**src/rtl/epsilon_bandit.sv**
```systemverilog
// Epsilon-greedy multi-armed bandit: table of action values, sequential argmax scan,
// LFSR-driven exploration and an exponential-recency value update per observed reward.
module epsilon_bandit #(
  parameter int unsigned ARMS = 256,
  parameter int unsigned REWARD_WIDTH = 8,
  parameter int unsigned VALUE_WIDTH = 16,
  parameter int unsigned ALPHA_SHIFT = 3,
  parameter int unsigned EPSILON = 0,
  parameter logic signed [VALUE_WIDTH-1:0] INIT_VALUE = '0,
  parameter logic [15:0] SEED = 16'hACE1,
  localparam int unsigned IDX_W = (ARMS > 1) ? $clog2(ARMS) : 1
) (
  input  logic                    clock,
  input  logic                    reset,
  input  logic                    reward_valid,
  input  logic [REWARD_WIDTH-1:0] reward_data,
  output logic                    reward_ready,
  output logic                    action_valid,
  output logic [IDX_W-1:0]        action_data,
  output logic                    action_explore,
  input  logic                    action_ready
);

  localparam int unsigned DW = VALUE_WIDTH + 1;
  localparam logic [8:0] EPS9 = 9'(EPSILON);
  localparam logic [IDX_W-1:0] LAST_IDX = IDX_W'(ARMS - 1);

  typedef enum logic [2:0] {
    StInit,
    StDecide,
    StAct,
    StObserve,
    StUpdate
  } state_e;

  state_e state_q, state_d;
  logic [IDX_W-1:0] idx_q, idx_d;
  logic [IDX_W-1:0] best_idx_q, best_idx_d;
  logic signed [VALUE_WIDTH-1:0] best_val_q, best_val_d;
  logic [IDX_W-1:0] data_q, data_d;
  logic explore_q, explore_d;
  logic signed [REWARD_WIDTH-1:0] reward_q, reward_d;
  logic [15:0] lfsr_q, lfsr_next;

  logic signed [VALUE_WIDTH-1:0] q_mem [ARMS];

  logic [IDX_W-1:0] rd_idx;
  logic signed [VALUE_WIDTH-1:0] rd_val;
  logic take_entry;
  logic [IDX_W-1:0] cand_idx;
  logic signed [VALUE_WIDTH-1:0] cand_val;
  logic do_explore;
  logic signed [DW-1:0] r_ext, q_ext, diff, step;
  logic signed [VALUE_WIDTH-1:0] new_val;

  assign reward_ready   = (state_q == StObserve);
  assign action_valid   = (state_q == StAct);
  assign action_data    = data_q;
  assign action_explore = explore_q;

  // Galois form of x^16+x^14+x^13+x^11+1
  assign lfsr_next = lfsr_q[0] ? ((lfsr_q >> 1) ^ 16'hB400) : (lfsr_q >> 1);

  // The table is only read by the scan and by the update of the chosen arm.
  assign rd_idx = (state_q == StUpdate) ? data_q : idx_q;
  assign rd_val = q_mem[rd_idx];

  // Entry 0 always seeds the scan so stale bests from earlier rounds never leak in.
  assign take_entry = (idx_q == '0) || (rd_val > best_val_q);
  assign cand_idx   = take_entry ? idx_q : best_idx_q;
  assign cand_val   = take_entry ? rd_val : best_val_q;
  assign do_explore = ({1'b0, lfsr_q[7:0]} < EPS9);

  assign r_ext   = {{(DW - REWARD_WIDTH){reward_q[REWARD_WIDTH-1]}}, reward_q};
  assign q_ext   = {rd_val[VALUE_WIDTH-1], rd_val};
  assign diff    = r_ext - q_ext;
  assign step    = diff >>> ALPHA_SHIFT;
  assign new_val = VALUE_WIDTH'(q_ext + step);

  always_comb begin
    state_d    = state_q;
    idx_d      = idx_q;
    best_idx_d = best_idx_q;
    best_val_d = best_val_q;
    data_d     = data_q;
    explore_d  = explore_q;
    reward_d   = reward_q;
    unique case (state_q)
      StInit: begin
        idx_d = idx_q + IDX_W'(1);
        if (idx_q == LAST_IDX) state_d = StDecide;
      end
      StDecide: begin
        best_idx_d = cand_idx;
        best_val_d = cand_val;
        idx_d      = idx_q + IDX_W'(1);
        if (idx_q == LAST_IDX) begin
          state_d   = StAct;
          explore_d = do_explore;
          data_d    = do_explore ? lfsr_q[8 +: IDX_W] : cand_idx;
        end
      end
      StAct: begin
        if (action_ready) state_d = StObserve;
      end
      StObserve: begin
        if (reward_valid) begin
          state_d  = StUpdate;
          reward_d = reward_data;
        end
      end
      StUpdate: begin
        state_d = StDecide;
        idx_d   = '0;
      end
      default: state_d = StInit;
    endcase
  end

  always_ff @(posedge clock) begin
    if (reset) begin
      state_q    <= StInit;
      idx_q      <= '0;
      best_idx_q <= '0;
      best_val_q <= '0;
      data_q     <= '0;
      explore_q  <= 1'b0;
      reward_q   <= '0;
      lfsr_q     <= SEED;
    end else begin
      state_q    <= state_d;
      idx_q      <= idx_d;
      best_idx_q <= best_idx_d;
      best_val_q <= best_val_d;
      data_q     <= data_d;
      explore_q  <= explore_d;
      reward_q   <= reward_d;
      lfsr_q     <= lfsr_next;
    end
  end

  always_ff @(posedge clock) begin
    if (state_q == StInit) begin
      q_mem[idx_q] <= INIT_VALUE;
    end else if (state_q == StUpdate) begin
      q_mem[data_q] <= new_val;
    end
  end

endmodule

```
**config.mk**
```make
export PLATFORM = sky130hd
export DESIGN_NAME = epsilon_bandit
export DESIGN_NICKNAME = d
export VERILOG_FILES = /design/src/rtl/epsilon_bandit.sv
export SDC_FILE = /design/constraint.sdc
export NUM_CORES = 2
export LEC_CHECK = 0
export ABC_AREA = 1
export CAP_MARGIN = 20
export CORE_MARGIN = 1.5
export CORE_UTILIZATION = 50
export CTS_CLUSTER_DIAMETER = 60
export DETAILED_ROUTE_END_ITERATION = 6
export GPL_ROUTABILITY_DRIVEN = 0
export PLACE_DENSITY = 0.7
export SETUP_SLACK_MARGIN = 0.05
export SLEW_MARGIN = 20
export SYNTH_ARGS = -nofsm -noshare
export SYNTH_HDL_FRONTEND = slang
export SYNTH_SLANG_ARGS = --single-unit
```
**constraint.sdc**
```tcl
create_clock -name clock -period 17.2 [get_ports clock]
set_clock_uncertainty 0.15 [all_clocks]
set_input_delay 4.3 -clock clock [delete_from_list [all_inputs] [get_ports clock]]
set_output_delay 4.3 -clock clock [all_outputs]
set_load 0.02 [all_outputs]
```
==> impl_metrics.tcl <==
set metrics [dict create \
    fin_crit_ns 12.52 \
    tritoncts "yes" \
    finalHoldViolations 0 \
    whs_endpoint "best_idx_q[6]" \
    timing.rr.end "q_mem[232][15]" \
    vias 103000 \
    pwr-share-clk_pct 41.7 \
    seq_power_share_pct 52.8 \
    worstHoldStart "best_idx_q[6]" \
    syn_area_um2 160000 \
    reg2reg_slack_ns 4.68 \
    worstHoldPathType "flip-flop to flip-flop" \
    whs_path_depth 2 \
    yosys_warnings 0 \
    max_freq_ghz 0.0799 \
    setup_violations 0 \
    avgSynthCellArea_um2 14.5 \
    root_buffer "clkbuf_16" \
    antenna_left 0 \
    synth_seq_cells 4147 \
    end_kind "flip-flop" \
    synth_compound_area_share_pct 11.6 \
    synth_xor_area_share_pct 0.0767 \
    synth-edff-count 4096 \
    layout-drive-gt1-share_pct 10.9 \
    p_sw_mw 4.64 \
    first_pass_iters 7 \
    dieHeight_um 569 \
    cts_resized 0 \
    antenna_found_initial 26 \
    final_max_slew_viol_count 0 \
    slowest_stage "nor4_1" \
    rr_startpoint "state_q[0]" \
    peakVddDrop_mv 0.0943 \
    grt_max_degree 257 \
    pre_cts_slack_ns 5.34 \
    numClockSinks 4147 \
    overflow 0 \
    wirelength_um 496000 \
    cap_viol_max_count 0 \
    routedWlPerCell_um 31.5 \
    p_int_mw 16.1 \
    max_slew_margin_pct 9.73 \
    yosys.area_share.adder_pct 0.357 \
    synth_top_family_by_area "compound AO/OA/AOI/OAI gates" \
    start_util_pct 50.3 \
    clk_path_buf_depth 4 \
    worstPathMaxFanout 133 \
    combPwrFrac_pct 5.5 \
    clk-insertion-delay-late_ns 0.95 \
    synth_nets 11100 \
    leakagePower_nw 65.8 \
    worst-setup-path-type "flip-flop to flip-flop" \
    drtIter0Drc 17400 \
    max_stage_delay_ns 0.81 \
    core_area_um2 318000 \
    violations "design-rule violations" \
    async_flop_share_pct 0 \
    io_buffers 21 \
    rows 207 \
    worst_slew_pin_slew_ns 1.34 \
    synthSimpleGateAreaFrac_pct 6.73 \
    num_io_pins 23 \
    startpoint_type "flip-flop" \
    syn_to_final_growth_pct 12.5 \
    cts_hold_buf 0 \
    synthMuxAreaShare_pct 0 \
    arrival_ns 12.95 \
    yosys.cell_types.count 62 \
    cts_setup_buffers 0 \
    cts-buffers-inserted 404 \
    chipWidth_um 569 \
    setup_ws_ns 4.68 \
    grt_first_pass_wirelength_um 697000 \
    swShare_pct 22.4 \
    place_area_um2 167000 \
    fin_area_um2 180000 \
    reg2reg_depth 39 \
    post-dp-hpwl_um 276000 \
    fin_crit_sh_pct 72.8 \
    final_net_count 11300 \
    finalSetupTns_ns 0 \
    grt_pass1_vias 97400 \
    dieArea_um2 323000 \
    drc 8 \
    required_ns 17.63 \
    utilization_pct 56.5 \
    grtUsageTotal_pct 29.8 \
    rsz0062_at_grt "no" \
    syn_inst 11000 \
    clk_pin_slew_ns 0.07 \
    synth.yosys.seq_area_share_pct 77.6 \
    viasPerCell 6.54 \
    powerDensity_nw_per_um2 115 \
    htree_levels 5 \
    outcome "finished, violations left" \
    yosys_most_used_dff "edfxtp_1" \
]
==> worst max path at each step <==
stage                          end        from  cells after the start
floorplan              q_mem[0][7]  state_q[0]                     36
global route        q_mem[233][15]  state_q[0]                     36
finish              q_mem[232][15]  state_q[0]                     39
CTS                 q_mem[224][15]  state_q[0]                     39
global placement     q_mem[99][13]  state_q[0]                     33
detailed placement  q_mem[143][15]  state_q[0]                     39
==> power by group through the flow <==
stage / clock, mW / combinational (mW) / sequential [mW]
global route: 9.07 / 1.18 / 10.9
detailed placement: 0 / 1.08 / 11.2
finish: 8.66 / 1.14 / 10.9
floorplan: 0 / 0.685 / 11.2
global placement: 0 / 1.07 / 11.2
CTS: 8.68 / 1.09 / 10.9
==> cell usage in the layout, fill, tap and decap left out, types with 97 or more instances in the layout <==
| master | instances |
|---|---|
| nand2_1 | 1352 |
| nand3_1 | 434 |
| a21oi_1 | 763 |
| clkbuf_16 | 410 |
| nor4_1 | 97 |
| edfxtp_1 | 4096 |
| o21ai_0 | 253 |
| nor2_1 | 369 |
| inv_1 | 724 |
| a22oi_1 | 1412 |
| o22ai_1 | 277 |
| buf_4 | 437 |
==> final cells by class <==
type,instances,area (um2)
fill,24000,138000
sequential,4147,124000
multi-input combinational,5435,30800
clock buffer,488,10600
tap,4180,5230
timing repair buffer,487,4060
inverter,754,2890
clock inverter,248,2290
antenna,9,22.5
==> kinds of logic (layout without fill, tap and decap cells) <==
kind of cell,count (synthesis),count (layout)
flip-flops,4147,4147
buffers and inverters,1430,1977
XOR/XNOR,14,14
other,1,10
AO/OA/AOI/OAI,2844,2844
adder cells (fa/ha/maj),45,45
AND/OR/NAND/NOR,2531,2531
==> worst max-delay path, delay by kind of cell (launching register included) <==
| kind | cells | cell delay [ns] |
|---|---|---|
| flip-flops | 1 | 0.36 |
| AO/OA/AOI/OAI | 10 | 2.45 |
| XOR/XNOR | 1 | 0.16 |
| buffers and inverters | 11 | 4.54 |
| adder cells (fa/ha/maj) | 2 | 0.61 |
| AND/OR/NAND/NOR | 15 | 3.39 |
==> layer usage <==
metal	share of wire (%)	vias up	routed length [um]	global-route usage [%]
met1	35	50700	172000	39.2
met3	15	1479	73500	9.14
met5	0.041	-	204	0
met2	44	8434	220000	44.8
met4	6.1	34	30400	15.7
li1	-	42400	-	-
==> registers in the layout, summed over array words and instances, names as in the netlist <==
signal	count
reward_q	8
best_idx_q	8
action_data	8
state_q	3
q_mem	4096
idx_q	8
best_val_q	16
==> stage by stage <==
| stage | power, mW | hold WS (ns) | instances |
|---|---|---|---|
| global route | 21.2 | 0.335 | 15700 |
| detailed placement | 12.2 | 0.303 | 15000 |
| global placement | 12.2 | 0.288 | 15000 |
| CTS | 20.7 | 0.316 | 15700 |
| floorplan | 11.8 | 0.275 | 11000 |
| finish | 20.7 | 0.314 | 15700 |
==> cell usage after synthesis, drive strengths merged, types with 38 or more instances <==
| library cell | instances | area, um2 |
|---|---|---|
| inv | 751 | 2820 |
| nand3 | 441 | 2220 |
| o21ai | 277 | 1420 |
| nor4 | 124 | 788 |
| ha | 44 | 551 |
| nand2 | 1376 | 5190 |
| dfxtp | 51 | 1020 |
| a22oi | 1412 | 10600 |
| or4 | 38 | 285 |
| a21oi | 764 | 3820 |
| buf | 439 | 2180 |
| edfxtp | 4096 | 123000 |
| o22ai | 277 | 1730 |
| nor2 | 488 | 1880 |
| clkbuf | 237 | 890 |
Power figures use the tool's default switching activity.
